===== src/rtl/button_led_ctrl_if.sv =====
// Board-side signal bundle for button_led_ctrl: raw buttons and mode in, LED drive and press pulses out.
interface button_led_ctrl_if #(
  parameter int unsigned NUM_BUT = 2
);
  logic [NUM_BUT-1:0] BUT;
  logic [1:0]         MODE;
  logic [NUM_BUT-1:0] LED;
  logic [NUM_BUT-1:0] PRESS;

  modport master (output BUT, output MODE, input LED, input PRESS);
  modport slave  (input BUT, input MODE, output LED, output PRESS);
endinterface


===== src/rtl/button_led_ctrl.sv =====
// Synchronise/debounce NUM_BUT active-low buttons, combine them (AND/OR/TOGGLE) and drive registered LEDs.
// Optional blinking of lit LEDs when BUTTON_LED_BLINK_EN is defined.
module button_led_ctrl #(
  parameter int unsigned NUM_BUT    = 2,
  parameter int unsigned DEB_CYCLES = 16,
  parameter int unsigned DEB_W      = 16,
  parameter int unsigned BLINK_DIV  = 24
) (
  input  logic               CLK,
  input  logic               RST_N,
  button_led_ctrl_if.slave   btn_if
);

  typedef enum logic [1:0] {
    MODE_AND = 2'b00,
    MODE_OR  = 2'b01,
    MODE_TOG = 2'b10,
    MODE_RSV = 2'b11
  } mode_e;

  if (NUM_BUT < 1 || NUM_BUT > 16 || DEB_CYCLES < 1 || DEB_W < 1 || DEB_W > 31 ||
      (DEB_CYCLES >> DEB_W) != 0 || BLINK_DIV < 1) begin : g_param_err
    $error("button_led_ctrl: illegal parameter combination");
  end

  logic [NUM_BUT-1:0] sync1, sync2;
  logic [NUM_BUT-1:0] stable, stable_d;
  logic [DEB_W-1:0]   cnt [NUM_BUT];
  logic [NUM_BUT-1:0] pe;
  logic [NUM_BUT-1:0] tog, tog_nxt;
  logic [NUM_BUT-1:0] led_nxt, led_out;
  mode_e              mode;

  assign mode = mode_e'(btn_if.MODE);

  always_ff @(posedge CLK or negedge RST_N) begin
    if (!RST_N) begin
      sync1 <= '1;
      sync2 <= '1;
    end else begin
      sync1 <= btn_if.BUT;
      sync2 <= sync1;
    end
  end

  // Any return to the stable level clears the count, so short glitches never reach stable.
  always_ff @(posedge CLK or negedge RST_N) begin
    if (!RST_N) begin
      stable <= '1;
      for (int unsigned i = 0; i < NUM_BUT; i++) cnt[i] <= '0;
    end else begin
      for (int unsigned i = 0; i < NUM_BUT; i++) begin
        if (sync2[i] == stable[i]) begin
          cnt[i] <= '0;
        end else if (cnt[i] == DEB_W'(DEB_CYCLES - 1)) begin
          stable[i] <= sync2[i];
          cnt[i]    <= '0;
        end else begin
          cnt[i] <= cnt[i] + DEB_W'(1);
        end
      end
    end
  end

  always_ff @(posedge CLK or negedge RST_N) begin
    if (!RST_N) stable_d <= '1;
    else        stable_d <= stable;
  end

  assign pe = stable_d & ~stable;

  // Toggle output uses the post-update toggle value so it lands on the same edge as PRESS.
  always_comb begin
    tog_nxt = tog;
    if (mode == MODE_TOG) tog_nxt = tog ^ pe;
    led_nxt = '0;
    unique case (mode)
      MODE_OR:  led_nxt = {NUM_BUT{~&stable}};
      MODE_TOG: led_nxt = tog_nxt;
      default:  led_nxt = {NUM_BUT{~|stable}};
    endcase
  end

`ifdef BUTTON_LED_BLINK_EN
  logic [BLINK_DIV-1:0] blink_cnt;

  always_ff @(posedge CLK or negedge RST_N) begin
    if (!RST_N) blink_cnt <= '0;
    else        blink_cnt <= blink_cnt + BLINK_DIV'(1);
  end

  assign led_out = led_nxt & {NUM_BUT{blink_cnt[BLINK_DIV-1]}};
`else
  assign led_out = led_nxt;
`endif

  always_ff @(posedge CLK or negedge RST_N) begin
    if (!RST_N) begin
      tog          <= '0;
      btn_if.LED   <= '0;
      btn_if.PRESS <= '0;
    end else begin
      tog          <= tog_nxt;
      btn_if.LED   <= led_out;
      btn_if.PRESS <= pe;
    end
  end

endmodule

===== src/flat_wrapper.sv =====
// flat-port wrapper written by rule: the top's interface ports become plain ports
module button_led_ctrl_flat 
#(
  parameter int unsigned NUM_BUT    = 2,
  parameter int unsigned DEB_CYCLES = 16,
  parameter int unsigned DEB_W      = 16,
  parameter int unsigned BLINK_DIV  = 24
)
  (CLK, RST_N, btn_if_BUT, btn_if_MODE, btn_if_LED, btn_if_PRESS);
  button_led_ctrl_if #(.NUM_BUT(NUM_BUT)) btn_if_i ();
  input  logic CLK;
  input  logic RST_N;
  input wire logic [$bits(btn_if_i.BUT)-1:0] btn_if_BUT;
  input wire logic [$bits(btn_if_i.MODE)-1:0] btn_if_MODE;
  output wire logic [$bits(btn_if_i.LED)-1:0] btn_if_LED;
  output wire logic [$bits(btn_if_i.PRESS)-1:0] btn_if_PRESS;
  assign btn_if_i.BUT = btn_if_BUT;
  assign btn_if_i.MODE = btn_if_MODE;
  assign btn_if_LED = btn_if_i.LED;
  assign btn_if_PRESS = btn_if_i.PRESS;
  button_led_ctrl #(.NUM_BUT(NUM_BUT), .DEB_CYCLES(DEB_CYCLES), .DEB_W(DEB_W), .BLINK_DIV(BLINK_DIV)) u_core (.CLK(CLK), .RST_N(RST_N), .btn_if(btn_if_i));
endmodule

===== config.mk =====
export PLATFORM = sky130hd
export DESIGN_NAME = button_led_ctrl_flat
export DESIGN_NICKNAME = d
export VERILOG_FILES = /design/src/rtl/button_led_ctrl_if.sv /design/src/rtl/button_led_ctrl.sv /design/src/flat_wrapper.sv
export SDC_FILE = /design/constraint.sdc
export NUM_CORES = 1
export LEC_CHECK = 0
export ABC_AREA = 1
export CORE_MARGIN = 10
export CORE_UTILIZATION = 40
export DETAILED_ROUTE_END_ITERATION = 8
export PLACE_DENSITY = 0.58
export SLEW_MARGIN = 20
export SYNTH_ARGS = -nofsm -noshare
export SYNTH_HDL_FRONTEND = slang
export SYNTH_SLANG_ARGS = --single-unit

===== constraint.sdc =====
create_clock -name CLK -period 1.7 [get_ports CLK]
set_input_delay 0.34 -clock CLK [delete_from_list [all_inputs] [get_ports CLK]]
set_output_delay 0.34 -clock CLK [all_outputs]
set_load 0.01 [all_outputs]

; ---- Word-level counts from Yosys, hierarchy flattened
; Cells that the tools add are included.
[op_classes]
n_addsub = 2
n_eq_ne = 6
muxes = 6
bitwise = 5
reduce_logical = 6
[op_table]
columns = operator, count
row1 = two-way mux 16 bit, 4
row2 = "adder 16 x 1 -> 16 bit, second input constant", 2
row3 = "equality test 16 x 4 -> 1 bit, second input constant", 2
row4 = AND reduction 2 bit, 3
row5 = case mux 2 bit (2 select lines), 1
row6 = AND 2 bit, 1
row7 = equality test 1 bit, 2
row8 = "equality test 2 x 1 -> 1 bit, second input constant", 1
row9 = "equality test 2 bit, second input constant", 1
row10 = zero test 1 bit, 2
row11 = two-way mux 2 bit, 1
row12 = NOT 1 bit, 2
row13 = NOT 2 bit, 1
row14 = OR reduction 2 bit, 1
row15 = bitwise XOR 2 bit, 1
[word_totals]
register_bits = 46
out_inout_bits = 4

; ---- Depth between registers and ports, before layout
[depth]
word_depth = 5
mapped_depth = 9
depth_no_buf = 9

; ---- Worst setup path after synthesis
; No wires, ideal clock.
[synth_path]
path_type = flip-flop to flip-flop
from = reg u_core.cnt[16] in the netlist's numbering
to = reg u_core.cnt[25] in the netlist's numbering
setup_ns = 0.119
t_arrival_ns = 1.150
required_time_ns = 1.581
path_slack_ns = 0.432
stages_incl_launch_ff = 9
path_buffers = 0
period_less_slack_ns = 1.268
cell_sequence = dfrtp_1 > ha_1 > nand2_2 > nor2_4 > inv_2 > nor2_4 > nand2_2 > nand2_4 > nor2_2
[synth_between]
elab_chain_cells = 3
[synth_rtl]
columns = item, line
row1 = "start, declared", button_led_ctrl.sv:28  ; logic [DEB_W-1:0] cnt [NUM_BUT];
row2 = "start signal, assigned by index", button_led_ctrl.sv:59  ; cnt[i] <= cnt[i] + DEB_W'(1);
row3 = adder 16 x 1 -> 16 bit or equality test 16 x 4 -> 1 bit (tied branches), "button_led_ctrl.sv:59, button_led_ctrl.sv:55"
row4 = two-way mux 16 bit *, button_led_ctrl.sv:55  ; end else if (cnt[i] == DEB_W'(DEB_CYCLES - 1)) begin
row5 = two-way mux 16 bit *, button_led_ctrl.sv:53  ; if (sync2[i] == stable[i]) begin
; Every way passes the cells marked *; elsewhere a longest branch is shown, timed or not.
; A chain may end at the register's enable or synchronous reset.

; ---- Worst setup path in the final report
[layout_path]
from = reg u_core.btn_if.LED[0]
to = out btn_if_LED[0]
[layout_rtl]
columns = item, line
row1 = "start, declared", button_led_ctrl_if.sv:11  ; modport slave (input BUT, input MODE, output LED, output PRESS);
row2 = "start signal, assigned", button_led_ctrl.sv:104  ; btn_if.LED <= led_out;
row3 = "end, declared", flat_wrapper.sv:15  ; output wire logic [$bits(btn_if_i.LED)-1:0] btn_if_LED;
; No word-level cell between the ends.

==> metrics <==
Critical Path, Cell by Cell clkdlybuf4s50_1; # nets final 310; Critical Path AT 1170 ps; Worst Path Max Fanout 1; Seq/Total Area, Yosys 49.7%; reg2reg start u_core.cnt[0]$_DFF_PN0_; Die Wd 96.4 um; number of synthesized register bits 46; HP Class in2async; DRT Pass-1 Iters 4; R2R Path End u_core.cnt[0]$_DFF_PN0_; failing checks negative hold slack; Worst VDD drop 0.000438 V; FF-to-FF setup slack 270 ps; Sequential Power Share 58.3%; # Max-Cap Violations 0; initial antenna violation count 0; number of global-route vias before repair 1755; Clk pwr share between 30% and 40%; Syn Area/Cell 8.23 um^2; Antenna diodes 0; Final min period ~1500 ps; Detailed Route WL 4180 um; Core Area 5570 um^2; Gate power share 6.6%; Cell variety after synth 23; CTS Buf Count 5; Syn-to-layout area delta 12.2%; Setup Skew 10.8 ps; CTS sink cnt 46; layout cells sized above 1 16.9%; clock root cell clkbuf_8; Post-Syn Instances 284; largest net degree at the start of global routing 25; mapped cell area about 2300 um^2; GRT Total Usage 10.2%; row count 27; Setup CP Type reg2out; power density cells about 750 nW/um^2; Chip Height 96.4 um; Skew-Pair Late Insertion Delay 310 ps; RSZ-0062 raised after global routing false; kind of cell adding the most delay to the critical path buffers and inverters; Via-to-Cell Ratio roughly 4.6; Slew @ Worst Pin around 530 ps; CTS clk-pin slew, worst paths around 90 ps; Max Clk Rate 663 MHz; Hold Vio Cnt, Final 3; Worst Setup Start Kind flip-flop; Setup Viol. Count Final 0; post-CTS setup buffer count 0; Port Buffers 9; fin crit share 88.7%; sum of buffers and inverters on the critical path 1; leakage around 1.1 nW; PostCTS Resize Cnt 0; DRC viols 0; CP max stage cell clkdlybuf4s50_1; Hold Buf Count CTS 0; Final Power 0.00197 W; Net Sw Frac about 25%; Worst EP required about 1400 ps; Routed WL per cell 11.2 um; Slew Viols, Final 0; hold slack -3.85 ps; first-pass GRT wire length 7680 um; max incr delay on CP 530 ps; num ports 10; initial DRC count 44; clock buffer depth 2; endpoint class of the critical path output port; grt ovf 0; Detail Route Antenna Nets 0; Initial Utilization 41.9%; DIE AREA approximately 9300 um^2; Worst Reg2Reg Path Length in Cells 8; status finished, violations left; synth warn 0; Internal Power around 0.0015 W; net switching power 0.000492 W; syn nets roughly 300; GP Congestion just over 0.8; setup TNS 0 ps; TritonCTS clock tree done; via count 1729; dpl hpwl 3140 um; htree depth 2; normalized max-slew margin 64.6%
## sequential cells by signal, indices dropped and copies added, names as in the netlist
| name | cells |
|---|---|
| u_core.btn_if.LED | 2 |
| u_core.btn_if.PRESS | 2 |
| u_core.cnt | 32 |
| u_core.stable | 2 |
| u_core.stable_d | 2 |
| u_core.sync1 | 2 |
| u_core.sync2 | 2 |
| u_core.tog | 2 |
## worst max path at each step
stage	startpoint	end	slack, ps	depth (start not counted)
finish	u_core.btn_if.LED[0]$_DFF_PN0_	btn_if_LED[0]	190	1
global route	u_core.cnt[0]$_DFF_PN0_	u_core.cnt[4]$_DFF_PN0_	110	8
CTS	u_core.btn_if.LED[0]$_DFF_PN0_	btn_if_LED[0]	170	1
detailed placement	btn_if_MODE[0]	u_core.btn_if.LED[1]$_DFF_PN0_	250	5
global placement	btn_if_MODE[0]	u_core.btn_if.LED[0]$_DFF_PN0_	260	5
floorplan	u_core.cnt[16]$_DFF_PN0_	u_core.cnt[25]$_DFF_PN0_	430	8
## cells by family after synthesis
| kind of cell | share of synthesized area (%) |
|---|---|
| adders and majority gates | 2.14 |
| xor gates and xnor gates | 6.32 |
| and+or+nand+nor | 35.0 |
| AOI/OAI and AO/OA | 1.93 |
| DFF | 49.7 |
| buffers and inverters | 4.87 |
## cells in the mapped netlist
| master | instances | share of area [%] |
|---|---|---|
| a21oi_1 | 2 | 0.43 |
| buf_2 | 1 | 0.21 |
| dfrtp_1 | 38 | 41 |
| dfstp_2 | 8 | 9.0 |
| ha_1 | 4 | 2.1 |
| inv_1 | 24 | 3.9 |
| inv_2 | 5 | 0.80 |
| nand2_1 | 67 | 11 |
| nand2_2 | 8 | 2.1 |
| nand2_4 | 1 | 0.48 |
| nand3_1 | 17 | 3.6 |
| nand4_1 | 8 | 2.1 |
| nor2_1 | 59 | 9.5 |
| nor2_2 | 12 | 3.2 |
| nor2_4 | 3 | 1.4 |
| nor3_2 | 2 | 0.86 |
| nor3b_1 | 1 | 0.32 |
| nor3b_2 | 1 | 0.54 |
| o21ai_0 | 3 | 0.64 |
| o21ai_1 | 4 | 0.86 |
| xnor2_1 | 4 | 1.5 |
| xor2_1 | 11 | 4.1 |
| xor2_2 | 1 | 0.70 |
## area by class of cell
| type | count | area, um^2 |
|---|---|---|
| Clock buffer | 5 | 68.8 |
| Clock inverter | 3 | 25.0 |
| Inverter | 29 | 109 |
| Multi-Input combinational cell | 208 | 1060 |
| Timing Repair Buffer | 10 | 105 |
| Sequential cell | 46 | 1160 |
| Fill cell | 544 | 2950 |
| Tap cell | 72 | 90.1 |
## power by group through the flow
stage	sequential [W]	combinational (W)	clock [W]
2_1_floorplan	0.00117	0.0000675	0
3_3_place_gp	0.00117	0.000135	0
3_5_place_dp	0.00117	0.000135	0
4_1_cts	0.00115	0.000135	0.000730
5_1_grt	0.00115	0.000155	0.000772
6_report	0.00115	0.000130	0.000691
## cell usage in the layout, fill, tap and decap left out, drive strengths merged
cell,n
nor2,74
ha,4
clkdlybuf4s50,8
nand3,17
clkinvlp,1
nand2,76
xor2,12
nor3b,2
buf,2
clkinv,1
dfstp,8
a21oi,2
nor3,2
o21ai,7
xnor2,4
clkbuf,5
inv,30
dfrtp,38
nand4,8
## per-stage QoR
step                worst slack, ps  utilization, %  cell area [um^2]  cells
floorplan                       432               -              2340    284
global placement                263            45.3              2530    365
detailed placement              249            45.3              2530    365
CTS                             167            47.0              2620    373
global route                    107            47.0              2620    373
finish                          192            47.0              2620    373
## per-layer routing
layer / routed length [um] / share of wire [%] / vias to the layer above / track usage, %
li1: - / - / 909 / -
met1: 2050 / 49 / 797 / 12.9
met2: 1930 / 46 / 19 / 16.6
met3: 169 / 4.0 / 4 / 3.32
met4: 36 / 0.86 / 0 / 2.54
met5: 0 / 0 / - / 0
Note: power is estimated with default switching activity, not from simulation.
